### src/rtl/dmem_arbiter.sv
// Shares the byte-wide data-memory port between scalar LSU, vector LSU (4 serialized beats)
// and the VGA fetcher; VGA may slip in between vector beats.
module dmem_arbiter #(
    parameter int MEM_DEPTH = 651
) (
    input  logic        clk,
    input  logic        rst_n,
    input  logic        s_req,
    input  logic        s_we,
    input  logic [31:0] s_addr,
    input  logic [7:0]  s_wdata,
    output logic        s_ready,
    output logic [7:0]  s_rdata,
    input  logic        v_req,
    input  logic        v_we,
    input  logic [31:0] v_addr  [0:3],
    input  logic [7:0]  v_wdata [0:3],
    output logic        v_ready,
    output logic [7:0]  v_rdata [0:3],
    input  logic        g_req,
    input  logic [31:0] g_addr,
    output logic        g_ready,
    output logic [7:0]  g_rdata,
    output logic        m_we,
    output logic [31:0] m_addr,
    output logic [7:0]  m_wdata,
    input  logic [7:0]  m_rdata
);

    localparam logic [1:0] IDLE  = 2'd0;
    localparam logic [1:0] S_ACC = 2'd1;
    localparam logic [1:0] G_ACC = 2'd2;
    localparam logic [1:0] V_ACC = 2'd3;

    localparam logic [31:0] MEM_LIMIT = 32'(MEM_DEPTH);

    logic [1:0]  state_q, state_d;
    logic [1:0]  vb_q, vb_d;
    logic        last_v_q, last_v_d;
    logic        resume_q, resume_d;
    logic        s_ready_q, s_ready_d;
    logic        v_ready_q, v_ready_d;
    logic        g_ready_q, g_ready_d;
    logic [7:0]  s_rdata_q, s_rdata_d;
    logic [7:0]  g_rdata_q, g_rdata_d;
    logic [7:0]  v_rdata_q [0:3];
    logic [7:0]  v_rdata_d [0:3];
    logic [31:0] m_addr_q, m_addr_d;
    logic [7:0]  m_wdata_q, m_wdata_d;

    logic [31:0] s_addr_q, s_addr_d;
    logic        s_we_q, s_we_d;
    logic [7:0]  s_wdata_q, s_wdata_d;
    logic [31:0] g_addr_q, g_addr_d;
    logic        v_we_q, v_we_d;
    logic [31:0] v_addr_q  [0:3];
    logic [31:0] v_addr_d  [0:3];
    logic [7:0]  v_wdata_q [0:3];
    logic [7:0]  v_wdata_d [0:3];

    logic        s_go, v_go, g_go;
    logic        s_grant, v_grant, g_grant;
    logic [31:0] acc_addr;
    logic [7:0]  acc_wdata;
    logic        acc_we;
    logic        in_range;
    logic [7:0]  rd_byte;

    // A request seen while its own ready pulse is high is the tail of the finished one.
    assign s_go = s_req & ~s_ready_q;
    assign v_go = v_req & ~v_ready_q;
    assign g_go = g_req & ~g_ready_q;

    always_comb begin
        acc_addr  = m_addr_q;
        acc_wdata = m_wdata_q;
        acc_we    = 1'b0;
        unique case (state_q)
            S_ACC: begin
                acc_addr  = s_addr_q;
                acc_wdata = s_wdata_q;
                acc_we    = s_we_q;
            end
            G_ACC: acc_addr = g_addr_q;
            V_ACC: begin
                acc_addr  = v_addr_q[vb_q];
                acc_wdata = v_wdata_q[vb_q];
                acc_we    = v_we_q;
            end
            default: ;
        endcase
    end

    assign in_range = acc_addr < MEM_LIMIT;
    assign rd_byte  = in_range ? m_rdata : 8'h00;
    assign m_addr   = acc_addr;
    assign m_wdata  = acc_wdata;
    assign m_we     = acc_we & in_range;

    always_comb begin
        state_d   = state_q;
        vb_d      = vb_q;
        last_v_d  = last_v_q;
        resume_d  = resume_q;
        s_ready_d = 1'b0;
        v_ready_d = 1'b0;
        g_ready_d = 1'b0;
        s_rdata_d = s_rdata_q;
        g_rdata_d = g_rdata_q;
        v_rdata_d = v_rdata_q;
        m_addr_d  = acc_addr;
        m_wdata_d = acc_wdata;
        s_grant   = 1'b0;
        v_grant   = 1'b0;
        g_grant   = 1'b0;
        unique case (state_q)
            IDLE: begin
                if (g_go) begin
                    g_grant  = 1'b1;
                    resume_d = 1'b0;
                    state_d  = G_ACC;
                end else if (s_go && (!v_go || last_v_q)) begin
                    s_grant  = 1'b1;
                    last_v_d = 1'b0;
                    state_d  = S_ACC;
                end else if (v_go) begin
                    v_grant  = 1'b1;
                    last_v_d = 1'b1;
                    vb_d     = 2'd0;
                    state_d  = V_ACC;
                end
            end
            S_ACC: begin
                s_rdata_d = rd_byte;
                s_ready_d = 1'b1;
                state_d   = IDLE;
            end
            G_ACC: begin
                g_rdata_d = rd_byte;
                g_ready_d = 1'b1;
                resume_d  = 1'b0;
                state_d   = resume_q ? V_ACC : IDLE;
            end
            V_ACC: begin
                if (!v_we_q) begin
                    v_rdata_d[vb_q] = rd_byte;
                end
                if (vb_q == 2'd3) begin
                    vb_d      = 2'd0;
                    v_ready_d = 1'b1;
                    state_d   = IDLE;
                end else begin
                    vb_d = 2'(vb_q + 2'd1);
                    if (g_go) begin
                        g_grant  = 1'b1;
                        resume_d = 1'b1;
                        state_d  = G_ACC;
                    end
                end
            end
            default: state_d = IDLE;
        endcase
    end

    always_comb begin
        s_addr_d  = s_addr_q;
        s_we_d    = s_we_q;
        s_wdata_d = s_wdata_q;
        g_addr_d  = g_addr_q;
        v_we_d    = v_we_q;
        v_addr_d  = v_addr_q;
        v_wdata_d = v_wdata_q;
        if (s_grant) begin
            s_addr_d  = s_addr;
            s_we_d    = s_we;
            s_wdata_d = s_wdata;
        end
        if (g_grant) begin
            g_addr_d = g_addr;
        end
        if (v_grant) begin
            v_we_d    = v_we;
            v_addr_d  = v_addr;
            v_wdata_d = v_wdata;
        end
    end

    always_ff @(posedge clk or negedge rst_n) begin
        if (!rst_n) begin
            state_q   <= IDLE;
            vb_q      <= 2'd0;
            last_v_q  <= 1'b1;
            resume_q  <= 1'b0;
            s_ready_q <= 1'b0;
            v_ready_q <= 1'b0;
            g_ready_q <= 1'b0;
            s_rdata_q <= 8'h00;
            g_rdata_q <= 8'h00;
            for (int i = 0; i < 4; i++) begin
                v_rdata_q[i] <= 8'h00;
            end
            m_addr_q  <= 32'h0;
            m_wdata_q <= 8'h00;
        end else begin
            state_q   <= state_d;
            vb_q      <= vb_d;
            last_v_q  <= last_v_d;
            resume_q  <= resume_d;
            s_ready_q <= s_ready_d;
            v_ready_q <= v_ready_d;
            g_ready_q <= g_ready_d;
            s_rdata_q <= s_rdata_d;
            g_rdata_q <= g_rdata_d;
            v_rdata_q <= v_rdata_d;
            m_addr_q  <= m_addr_d;
            m_wdata_q <= m_wdata_d;
        end
    end

    // Request latches carry data only; they are always loaded before they are used.
    always_ff @(posedge clk) begin
        s_addr_q  <= s_addr_d;
        s_we_q    <= s_we_d;
        s_wdata_q <= s_wdata_d;
        g_addr_q  <= g_addr_d;
        v_we_q    <= v_we_d;
        v_addr_q  <= v_addr_d;
        v_wdata_q <= v_wdata_d;
    end

    assign s_ready = s_ready_q;
    assign v_ready = v_ready_q;
    assign g_ready = g_ready_q;
    assign s_rdata = s_rdata_q;
    assign g_rdata = g_rdata_q;
    assign v_rdata = v_rdata_q;

endmodule

### config.mk
export PLATFORM = sky130hd
export DESIGN_NAME = dmem_arbiter
export DESIGN_NICKNAME = d
export VERILOG_FILES = /design/src/rtl/dmem_arbiter.sv
export SDC_FILE = /design/constraint.sdc
export NUM_CORES = 1
export LEC_CHECK = 0
export BUFFER_PORTS_ARGS = -buffer_cell sky130_fd_sc_hd__clkbuf_2
export CORE_MARGIN = 8
export CORE_UTILIZATION = 40
export DETAILED_ROUTE_END_ITERATION = 8
export GPL_TIMING_DRIVEN = 0
export SLEW_MARGIN = 10
export SYNTH_ARGS = -nofsm -noshare
export SYNTH_HDL_FRONTEND = slang
export SYNTH_SLANG_ARGS = --single-unit
### constraint.sdc
create_clock -name clk -period 24.1 [get_ports clk]
set_input_delay 2.41 -clock clk [delete_from_list [all_inputs] [get_ports clk]]
set_output_delay 2.41 -clock clk [all_outputs]
set_load 0.1 [all_outputs]
==> Word level (Yosys, flattened, before mapping) <==
Index checks and enable logic that the tools add are counted.
{ "totals": {"ff_bits": 331, "input_bits": 247, "output_inout_bits": 92, "word_cells": 112} }
{ "classes": {"add_sub_neg": 1, "order_cmp": 3, "n_eq_ne": 12, "mux": 45, "bitwise_logic": 10, "n_reduce_logical": 13} }
{ "op_table": {"columns": ["cell", "n"], "rows": [
  ["$pmux 32 s3", 1],
  ["$bmux 32 s2", 1],
  ["$mux 32", 2],
  ["$bwmux 32", 1],
  ["$lt 32x10->1 const B", 1],
  ["$mux 8", 4],
  ["$mux 2", 10],
  ["$mux 1", 18],
  ["$bmux 8 s2", 1],
  ["$demux 8 s2", 1],
  ["$pmux 8 s2", 1],
  ["$ne 2x2->1 const B", 6],
  ["$pmux 2 s4", 1],
  ["$reduce_and 4->1", 2],
  ["$eq 2x2->1 const B", 3],
  ["$not 1->1", 5],
  ["$and 1x1->1", 4],
  ["$ne 4x4->1 const B", 1],
  ["$pmux 1 s2", 2],
  ["$pmux 2 s2", 1],
  ["$reduce_and 2->1", 2],
  ["$reduce_bool 2->1", 2],
  ["$ge 3x3->1 const B", 1],
  ["$lt 3x1->1 const B", 1],
  ["other kinds (11)", 12]
]} }

==> Longest topological paths before layout <==
Gate-level depths: netlist of the first run.
{ "logic_depth": {"word_depth": 8, "ltp_mapped": 14, "mapped_depth_nobuf": 9} }

==> Worst setup path after synthesis of the first run <==
Ideal clock, no wire load.
{ "synth_timing": {"path_type": "input-to-reg", "start": "input g_req", "end": "register v_addr_q[0] (netlist name) (enable)", "setup_time_ps": 781, "arrival_time_ps": 11044, "required_time_ps": 23319, "slack_ps": 12275, "cell_stages": 4, "n_path_buf": 0, "cell_sequence": "nand2b_1 > nand2_1 > or2_2 > a31oi_1"} }
{ "synth_between": {"elab_chain_cells": 3} }
{ "synth_rtl": {"columns": ["item", "line_no", "text"], "rows": [
  ["from (decl)", "20", "input logic g_req,"],
  ["$and 1x1->1", "72", "assign g_go = g_req & ~g_ready_q;"],
  ["$mux 1", "118", "if (g_go) begin"],
  ["$mux 1", "116", "unique case (state_q)"],
  ["via v_grant", "62", "logic s_grant, v_grant, g_grant;"],
  ["to (signal assigned)", "227", "v_addr_q <= v_addr_d;"],
  ["to (decl)", "56", "logic [31:0] v_addr_q [0:3];"]
]} }
The timed path passes the listed nets, and every way through them passes these cells.
A chain may end at the register's enable or synchronous reset.

==> Final worst setup path of the first run <==
{ "layout_timing": {"start": "register state_q[0]", "end": "output m_we"} }
{ "layout_between": {"elab_chain_cells": 4, "word_cells_on_any_way": 7, "classes_between": "order compare (1); eq/ne (3); mux (2); bitwise (1)"} }
{ "layout_rtl": {"columns": ["item", "line_no", "text"], "rows": [
  ["from (decl)", "37", "logic [1:0] state_q, state_d;"],
  ["from (signal assigned)", "205", "state_q <= state_d;"],
  ["$eq 2x2->1 / $eq 2x1->1 (equally long branches)", "78", "unique case (state_q)"],
  ["$pmux 32 s3", "78", null],
  ["$lt 32x10->1", "94", "assign in_range = acc_addr < MEM_LIMIT;"],
  ["$and 1x1->1 *", "98", "assign m_we = acc_we & in_range;"],
  ["to (decl)", "24", "output logic m_we,"]
]} }
Mark *: on every way between the ends. The rest lies on a longest branch, timed or not.

==> impl_metrics.json, run 1 <==
{
  "synth-edff-count": 234,
  "grt_pass1_vias": 8822,
  "root_buffer": "clkbuf_16",
  "yosysSeqAreaShare_pct": 75.4,
  "crit_chain": "inv_1 -> ha_1 -> clkbuf_1 -> buf_2 -> buf_1 -> o21ai_0 -> nor4_1 -> and3_1 -> nand3_2 -> buf_6 -> buf_6 -> nor2_2 -> clkbuf_2",
  "max_slew_margin_pct": 39.2,
  "finalMaxSlewViolations": 0,
  "start_util_pct": 40.2,
  "nets": 1426,
  "ant_nets": 0,
  "io_pins": 339,
  "slowest_stage": "buf_1",
  "areaGrowthSynthToFinish_pct": 30.2,
  "drive_gt1_share_pct": 39.4,
  "cts_max_level": 2,
  "drt_iter0_drc": 533,
  "worstPathArrival_ns": 4.71,
  "ys_ff_latch": 331,
  "insertion_delay_ns": 0.52,
  "cts_sinks": 331,
  "skew_ns": 0.0169,
  "clockBufferDepth": 3,
  "cp-start-kind": "flop",
  "gr-total-overflow": 0,
  "cap_violations": 0,
  "numCtsBuffers": 37,
  "finalHoldViolCount": 0,
  "die_area_mm2": 0.0373,
  "ys_types": 46,
  "grt_setup_unrepaired": "false",
  "hold_buffers": 0,
  "period_share_pct": 29.5,
  "layout_common_cells": "339 x clkbuf_2, 234 x edfxtp_1, 127 x nand2_1",
  "cts_resized": 0,
  "synth_top_flop_cell": "edfxtp_1",
  "outcome": "finished clean",
  "die_h_um": 193,
  "worst-slew-pin-transition_ns": 0.911,
  "routed_wl_mm": 36.2,
  "pre_cts_slack_ns": 17.52,
  "routabilityCongestion": 0.829,
  "final_common_cell": "clkbuf_2",
  "max_stage_delay_ns": 0.65,
  "timing.critical_path.mode_cell": "buf_6",
  "io_buffer_count": 338,
  "synthCells": 776,
  "syn_area_mm2": 0.0125,
  "grtUsageTotal_pct": 19.3,
  "clock.fmax_mhz": 141,
  "cp-end-kind": "output port",
  "worstPathRequired_ns": 21.69,
  "ys_warn_count": 0,
  "fillers": 2708,
  "cts_tree": "done",
  "crit_path_max_fanout": 10,
  "period_minus_slack_ns": 7.12,
  "grt_max_degree": 75,
  "fp.coreArea_mm2": 0.0312,
  "viasPerCell": 5.10,
  "grt_pass1_wl_mm": 53.1,
  "die_w_um": 193,
  "avgSynthCellArea_um2": 16.2,
  "postSynthNetCount": 1031,
  "setup_viol": 0,
  "async_reset_ff_share_pct": 29.3,
  "hpwl_mm": 27.5,
  "setup_slack_ns": 16.98,
  "vias": 8186,
  "post_drt_wl_per_cell_um": 22.6,
  "post_cts_buffers": 0,
  "rows": 65,
  "hold_path.class": "flop to flop",
  "antenna_found_initial": 9,
  "drc_errors": 0,
  "clk_pin_slew_worst_paths_ns": 0.06,
  "drtPass1Iterations": 5,
  "setup.worst_path.class": "flop to output port",
  "finalSetupTns_ns": 0
}
## cells in the mapped netlist, drive strengths merged (6+ instances only)
cell     instances  area, um^2
clkbuf          23        88.8
edfxtp         234        7030
mux4            30         676
nor4             6        37.5
a221oi          18         158
dfrtp           96        2400
a22oi           12        90.1
ha               8         100
a21oi            9        45.0
o22a             8        70.1
nor2            17        66.3
inv             23        86.3
a2bb2oi         14         123
o21ai           45         225
nand2          127         477
and2             7        43.8
o22ai           22         194
mux2i           20         200
buf             20         115
a221o            6        60.1
## critical path: cells and delay by family (launching register included)
family | cells | cell delay (ns)
AOI/OAI and AO/OA | 1 | 0.31
adders and majority gates | 1 | 0.15
buffers and inverters | 7 | 2.31
DFF | 1 | 0.41
and+or+nand+nor | 4 | 1.00
## registers in the layout, indices dropped and copies added, names as in the netlist
register,count
g_addr_q,32
g_rdata,8
g_ready,1
last_v_q,1
m_addr_q,32
m_wdata_q,8
resume_q,1
s_addr_q,32
s_rdata,8
s_ready,1
s_wdata_q,8
s_we_q,1
state_q,2
v_addr_q,128
v_rdata,32
v_ready,1
v_wdata_q,32
v_we_q,1
vb_q,2
## through the flow
step	instance area, um^2	utilization [%]	hold slack, ns	instances
CTS	16300	52.3	0.485	1602
floorplan	12500	-	0.486	776
finish	16300	52.3	0.482	1605
global placement	14700	47.2	0.461	1516
global route	16300	52.3	0.525	1604
detailed placement	15100	48.4	0.472	1534
## kinds of logic (layout without fill, tap and decap cells)
| kind of cell | Yosys count | in the layout | synth area share [%] |
|---|---|---|---|
| compound gates | 147 | 147 | 8.66 |
| fa+ha+maj | 8 | 8 | 0.798 |
| buf+inv | 66 | 490 | 2.31 |
| flops | 331 | 331 | 75.4 |
| mux | 50 | 50 | 6.98 |
| other cells | 0 | 3 | 0 |
| simple gates | 174 | 174 | 5.88 |
## per-layer routing
metal,GRT usage (%),wire (um),vias up
met4,6.09,887,12
met2,31.7,17300,306
met3,5.88,2970,74
met1,24.2,15000,4027
met5,0,81,-
li1,-,-,3767
## final timing paths
| check | from | to | slack (ns) | cells after the start |
|---|---|---|---|---|
| worst max-delay path | state_q[0]$_DFFE_PN0P_ | m_we | 16.98 | 13 |
| worst min-delay path | v_rdata[28]$_DFFE_PN0P_ | v_rdata[28]$_DFFE_PN0P_ | 0.48 | 2 |
| worst max register to register | state_q[0]$_DFFE_PN0P_ | v_addr_q[108]$_DFFE_PP_ | 19.95 | 12 |
| worst min register to register | v_rdata[28]$_DFFE_PN0P_ | v_rdata[28]$_DFFE_PN0P_ | 0.48 | 2 |
| max in group asynchronous | rst_n | last_v_q$_DFFE_PN1P_ | 21.64 | 2 |
| min in group asynchronous | rst_n | m_wdata_q[6]$_DFF_PN0_ | 1.77 | 1 |
## layout make-up
class / instances / area (um^2) / share of cell area, %
Sequential cell: 331 / 9460 / 57.9
Multi-Input combinational cell: 379 / 2830 / 17.3
Timing Repair Buffer: 356 / 2040 / 12.5
Clock buffer: 44 / 982 / 6.01
Tap cell: 402 / 503 / 3.08
Clock inverter: 24 / 239 / 1.46
Buffer: 43 / 204 / 1.25
Inverter: 23 / 86.3 / 0.528
Antenna cell: 3 / 7.51 / 0.0459
Power of run 1 is not shown: default switching activity piles up to over one toggle a cycle in this logic, so the estimate is an artifact.
==> run 2: changes to the inputs <==
==> constraint.sdc (replaced) <==
create_clock -name clk -period 7.4 [get_ports clk]
set_input_delay 0.74 -clock clk [delete_from_list [all_inputs] [get_ports clk]]
set_output_delay 0.74 -clock clk [all_outputs]
set_load 0.1 [all_outputs]
==> impl_metrics.json, run 2 (same netlist as run 1, synthesis figures left out) <==
{
  "crit_chain": "inv_1 -> ha_1 -> clkbuf_1 -> buf_2 -> clkbuf_1 -> o21ai_0 -> nor4_1 -> and3_1 -> nand3_2 -> buf_6 -> buf_6 -> nor2_2 -> clkbuf_2",
  "finalHoldViolCount": 0,
  "setup_viol": 0,
  "finalMaxSlewViolations": 0,
  "grt_max_degree": 78,
  "die_area_mm2": 0.0373,
  "post_cts_buffers": 0,
  "rr_startpoint": "state_q[0]$_DFFE_PN0P_",
  "final_core_util_pct": 51.9,
  "clk_pin_slew_worst_paths_ns": 0.06,
  "drive_gt1_share_pct": 39.3,
  "reg2reg_depth": 10,
  "period_share_pct": 74.1,
  "start_util_pct": 40.2,
  "routed_wl_mm": 36.0,
  "die_h_um": 193,
  "root_buffer": "clkbuf_16",
  "ant_nets": 0,
  "final_common_cell": "clkbuf_2",
  "hold_buffers": 0,
  "nets": 1424,
  "clock.fmax_mhz": 182,
  "drt_iter0_drc": 455,
  "rrSetupSlack_ns": 3.55,
  "largest_register_ffs": 128,
  "clockBufferDepth": 3,
  "setup.worst_path.class": "flop to output port",
  "max_slew_margin_pct": 43.8,
  "numCtsBuffers": 37,
  "setup_slack_ns": 1.92,
  "worstPathArrival_ns": 4.74,
  "worst-slew-pin-transition_ns": 0.844,
  "grt_pass1_wl_mm": 52.2,
  "fillers": 2694,
  "pre_cts_slack_ns": 2.44,
  "io_pins": 339,
  "cts_sinks": 331,
  "drc_errors": 0,
  "hpwl_mm": 27.2,
  "cts_tree": "done",
  "max_stage_delay_ns": 0.58,
  "cts_max_level": 2,
  "cp-start-kind": "flop",
  "drtPass1Iterations": 6,
  "grtUsageTotal_pct": 18.9,
  "outcome": "finished clean",
  "rr_endpoint": "v_addr_q[12]$_DFFE_PP_",
  "rows": 65,
  "top_register": "v_addr_q",
  "grt_setup_unrepaired": "false",
  "seq_area_mm2": 0.00946,
  "hold_path.class": "primary input to async pin",
  "crit_path_max_fanout": 10,
  "post_drt_wl_per_cell_um": 22.5,
  "viasPerCell": 5.01,
  "cp-end-kind": "output port",
  "multi_input_area_mm2": 0.00283,
  "fp.coreArea_mm2": 0.0312,
  "gr-total-overflow": 0,
  "vias": 8021,
  "antenna_found_initial": 4,
  "insertion_delay_ns": 0.52,
  "slowest_stage": "clkbuf_1",
  "areaGrowthSynthToFinish_pct": 29.1,
  "diodes": 0,
  "skew_ns": 0.0171,
  "layout_common_cells": "339 x clkbuf_2, 234 x edfxtp_1, 127 x nand2_1",
  "die_w_um": 193,
  "routabilityCongestion": 0.797,
  "period_minus_slack_ns": 5.48,
  "cts_resized": 0,
  "worstPathRequired_ns": 6.66,
  "io_buffer_count": 338,
  "grt_pass1_vias": 8616,
  "cap_violations": 0
}
-- run 2: cell types whose count changed in the layout (fill, tap and decap cells not counted), moves of 2 or more --
| cell | before | now |
|---|---|---|
| buf_6 | 10 | 8 |
| bufinv_16 | 4 | 1 |
| buf_16 | 8 | 5 |
| clkinv_1 | 10 | 5 |
| clkinv_2 | 4 | 8 |
| buf_4 | 2 | 4 |
| clkbuf_16 | 37 | 39 |
| clkbuf_1 | 25 | 30 |
| diode_2 | 3 | 0 |
-- run 2: metal layers --
layer	wire length [um]	part of all wire, %	GRT usage, %
met1	14400	40	23.5
met4	755	2.1	4.67
met3	2960	8.2	5.74
met2	17800	49	32.0
met5	57	0.16	0
-- run 2: layout make-up --
cell class	count	share of cell area [%]
sequential	331	58.4
multi-input combinational	379	17.4
timing repair buffer	354	12.1
clock buffer	50	6.40
tap	402	3.10
buffer	43	1.26
clock inverter	18	0.757
inverter	23	0.533
-- run 2: worst max-delay path, delay by kind of cell, from the launching register on --
family / cells / cell delay (ns)
flip-flops: 1 / 0.40
adder cells (fa/ha/maj): 1 / 0.15
AND/OR/NAND/NOR: 4 / 1.11
AO/OA/AOI/OAI: 1 / 0.31
buffers and inverters: 7 / 2.25
-- run 2: per-stage QoR --
stage / hold WS (ns) / cell area, um^2 / TNS, ns / cells
finish: 0.101 / 16200 / 0 / 1600
global route: 0.102 / 16200 / 0 / 1600
CTS: 0.0869 / 16200 / 0 / 1600
detailed placement: 0.470 / 15000 / 0 / 1532
global placement: 0.463 / 14700 / -412.35 / 1516
floorplan: 0.444 / 12600 / 0 / 776
-- run 2: worst max path at each step --
stage	from	end	slack [ns]	cells past startpoint
after floorplan	state_q[0]$_DFFE_PN0P_	vb_q[0]$_DFFE_PN0P_	0.20	10
after global placement	state_q[0]$_DFFE_PN0P_	vb_q[0]$_DFFE_PN0P_	-2.50	10
after detailed placement	state_q[0]$_DFFE_PN0P_	m_we	2.44	13
after CTS	state_q[0]$_DFFE_PN0P_	m_we	1.88	13
after global routing	state_q[0]$_DFFE_PN0P_	m_we	1.74	13
final	state_q[0]$_DFFE_PN0P_	m_we	1.92	13
Power of run 2 is left out for the same reason.
==> run 3: changes to the inputs <==
--- a/config.mk
+++ b/config.mk
@@ -10,6 +10,7 @@
 export CORE_UTILIZATION = 40
 export DETAILED_ROUTE_END_ITERATION = 8
 export GPL_TIMING_DRIVEN = 0
+export PLACE_DENSITY = 0.66
 export SLEW_MARGIN = 10
 export SYNTH_ARGS = -nofsm -noshare
 export SYNTH_HDL_FRONTEND = slang
==> constraint.sdc (replaced) <==
create_clock -name clk -period 4.84 [get_ports clk]
set_input_delay 0.484 -clock clk [delete_from_list [all_inputs] [get_ports clk]]
set_output_delay 0.484 -clock clk [all_outputs]
set_load 0.1 [all_outputs]
==> impl_metrics.json, run 3 (same netlist as run 1, synthesis figures left out) <==
{
  "io_pins": 339,
  "wl_met1_mm": 14.9,
  "reg2reg_depth": 8,
  "min-delay-start": "v_addr[57]",
  "routed_wl_mm": 37.1,
  "cts_sinks": 331,
  "worstPathRequired_ns": 4.36,
  "die_h_um": 193,
  "cts_max_level": 2,
  "cp-end-kind": "output port",
  "drtPass1Iterations": 5,
  "largest_register_ffs": 128,
  "instances_no_fill": 1596,
  "clockBufferDepth": 3,
  "grt_max_degree": 55,
  "die_area_mm2": 0.0373,
  "fillers": 2642,
  "dp.cells": 1530,
  "grt_pass1_vias": 8916,
  "viasPerCell": 5.14,
  "drc_errors": 0,
  "final_common_cell": "clkbuf_2",
  "die_w_um": 193,
  "seq_area_mm2": 0.00946,
  "drive_gt1_share_pct": 39.9,
  "hold_path.class": "primary input to flop",
  "drt_iter0_drc": 565,
  "fp.coreArea_mm2": 0.0312,
  "finalSetupTns_ns": 0,
  "routabilityCongestion": 0.833,
  "dr_wl_met2_mm": 17.7,
  "io_buffer_count": 338,
  "rrSetupSlack_ns": 1.01,
  "cap_violations": 0,
  "clock.fmax_mhz": 218,
  "antenna_found_initial": 3,
  "top_register": "v_addr_q",
  "finalHoldViolCount": 0,
  "hpwl_mm": 27.7,
  "period_share_pct": 94.6,
  "crit_path_max_fanout": 10,
  "layout_common_cells": "344 x clkbuf_2, 234 x edfxtp_1, 126 x nand2_1",
  "gr-total-overflow": 0,
  "worst-slew-pin-transition_ns": 0.897,
  "cts_tree": "done",
  "setup.worst_path.class": "flop to output port",
  "highest_layer": "met5",
  "max_slew_margin_pct": 39.9,
  "hold_path_end": "v_addr_q[57]$_DFFE_PP_",
  "wl_met3_mm": 3.47,
  "min_path_cells": 1,
  "clk_pin_slew_worst_paths_ns": 0.06,
  "worstPathArrival_ns": 4.09,
  "skew_ns": 0.0221,
  "areaGrowthSynthToFinish_pct": 29.7,
  "whs_ns": 0.137,
  "rr_endpoint": "g_addr_q[21]$_DFFE_PP_",
  "grt_pass1_wl_mm": 54.0,
  "nets": 1421,
  "multi_input_area_mm2": 0.00284,
  "grt_setup_unrepaired": "false",
  "post_cts_buffers": 0,
  "finalMaxSlewViolations": 0,
  "insertion_delay_ns": 0.52,
  "grtUsageTotal_pct": 19.6,
  "root_buffer": "clkbuf_16",
  "rows": 65,
  "ant_nets": 0,
  "post_drt_wl_per_cell_um": 23.3,
  "setup_viol": 0,
  "start_util_pct": 40.2,
  "outcome": "finished clean",
  "rr_startpoint": "state_q[0]$_DFFE_PN0P_",
  "vias": 8211,
  "diodes": 0,
  "cp-start-kind": "flop",
  "period_minus_slack_ns": 4.58,
  "numCtsBuffers": 36
}
==> run 3: cell types whose count changed in the layout (fill, tap and decap cells not counted), sizes merged <==
cell / delta
bufinv: +4
buf: -2
dlygate4sd3: +1
clkinv: -4
clkbuf: -1
inv: -2
==> run 3: worst max-delay path by stage <==
| stage | from | to | slack [ns] | depth (start not counted) |
|---|---|---|---|---|
| 6_report | state_q[0]$_DFFE_PN0P_ | m_we | 0.26 | 12 |
| 5_1_grt | state_q[0]$_DFFE_PN0P_ | m_we | 0.05 | 12 |
| 4_1_cts | vb_q[1]$_DFFE_PN0P_ | m_we | 0.02 | 13 |
| 3_5_place_dp | state_q[1]$_DFFE_PN0P_ | m_we | 0.23 | 13 |
| 3_3_place_gp | state_q[0]$_DFFE_PN0P_ | s_addr_q[19]$_DFFE_PP_ | -2.66 | 7 |
| 2_1_floorplan | state_q[0]$_DFFE_PN0P_ | vb_q[0]$_DFFE_PN0P_ | 0.004 | 10 |
==> run 3: through the flow <==
stage	setup WS, ns	instance area (um^2)	util [%]
after detailed placement	0.228	15000	48.1
after global placement	-2.66	14800	47.3
after global routing	0.0458	16300	52.1
after CTS	0.0205	16300	52.1
final	0.261	16300	52.1
after floorplan	0.00385	12600	-
==> run 3: worst max-delay path, stage by stage (launching register included) <==
cell and delay, ns:
dfrtp_1 0.41, ha_1 0.30, nand2b_1 0.10, clkbuf_1 0.51, o22ai_1 0.18, o22a_1 0.25
nor4_1 0.56, and4_1 0.29, nand3_2 0.17, buf_6 0.20, buf_6 0.15, nor2_2 0.13
clkbuf_4 0.34
==> run 3: what timing repair did <==
action,in CTS,in global routing
hold buffers,1,0
setup endpoints to repair,4,1
hold endpoints to repair,53,0
resized for setup,3,11
==> run 3: area by class of cell <==
type / count / area share, %
multi-input combinational: 379 / 17.4
buffer: 42 / 1.30
timing repair buffer: 353 / 11.9
clock buffer: 50 / 6.37
inverter: 23 / 0.530
clock inverter: 16 / 1.29
sequential: 331 / 58.1
tap: 402 / 3.09
==> run 3: routing by layer <==
layer	GRT usage [%]	vias up
met1	24.2	3996
met4	6.27	6
met2	32.5	385
li1	-	3756
met3	6.33	68
met5	0	-
Power of run 3 is left out for the same reason.
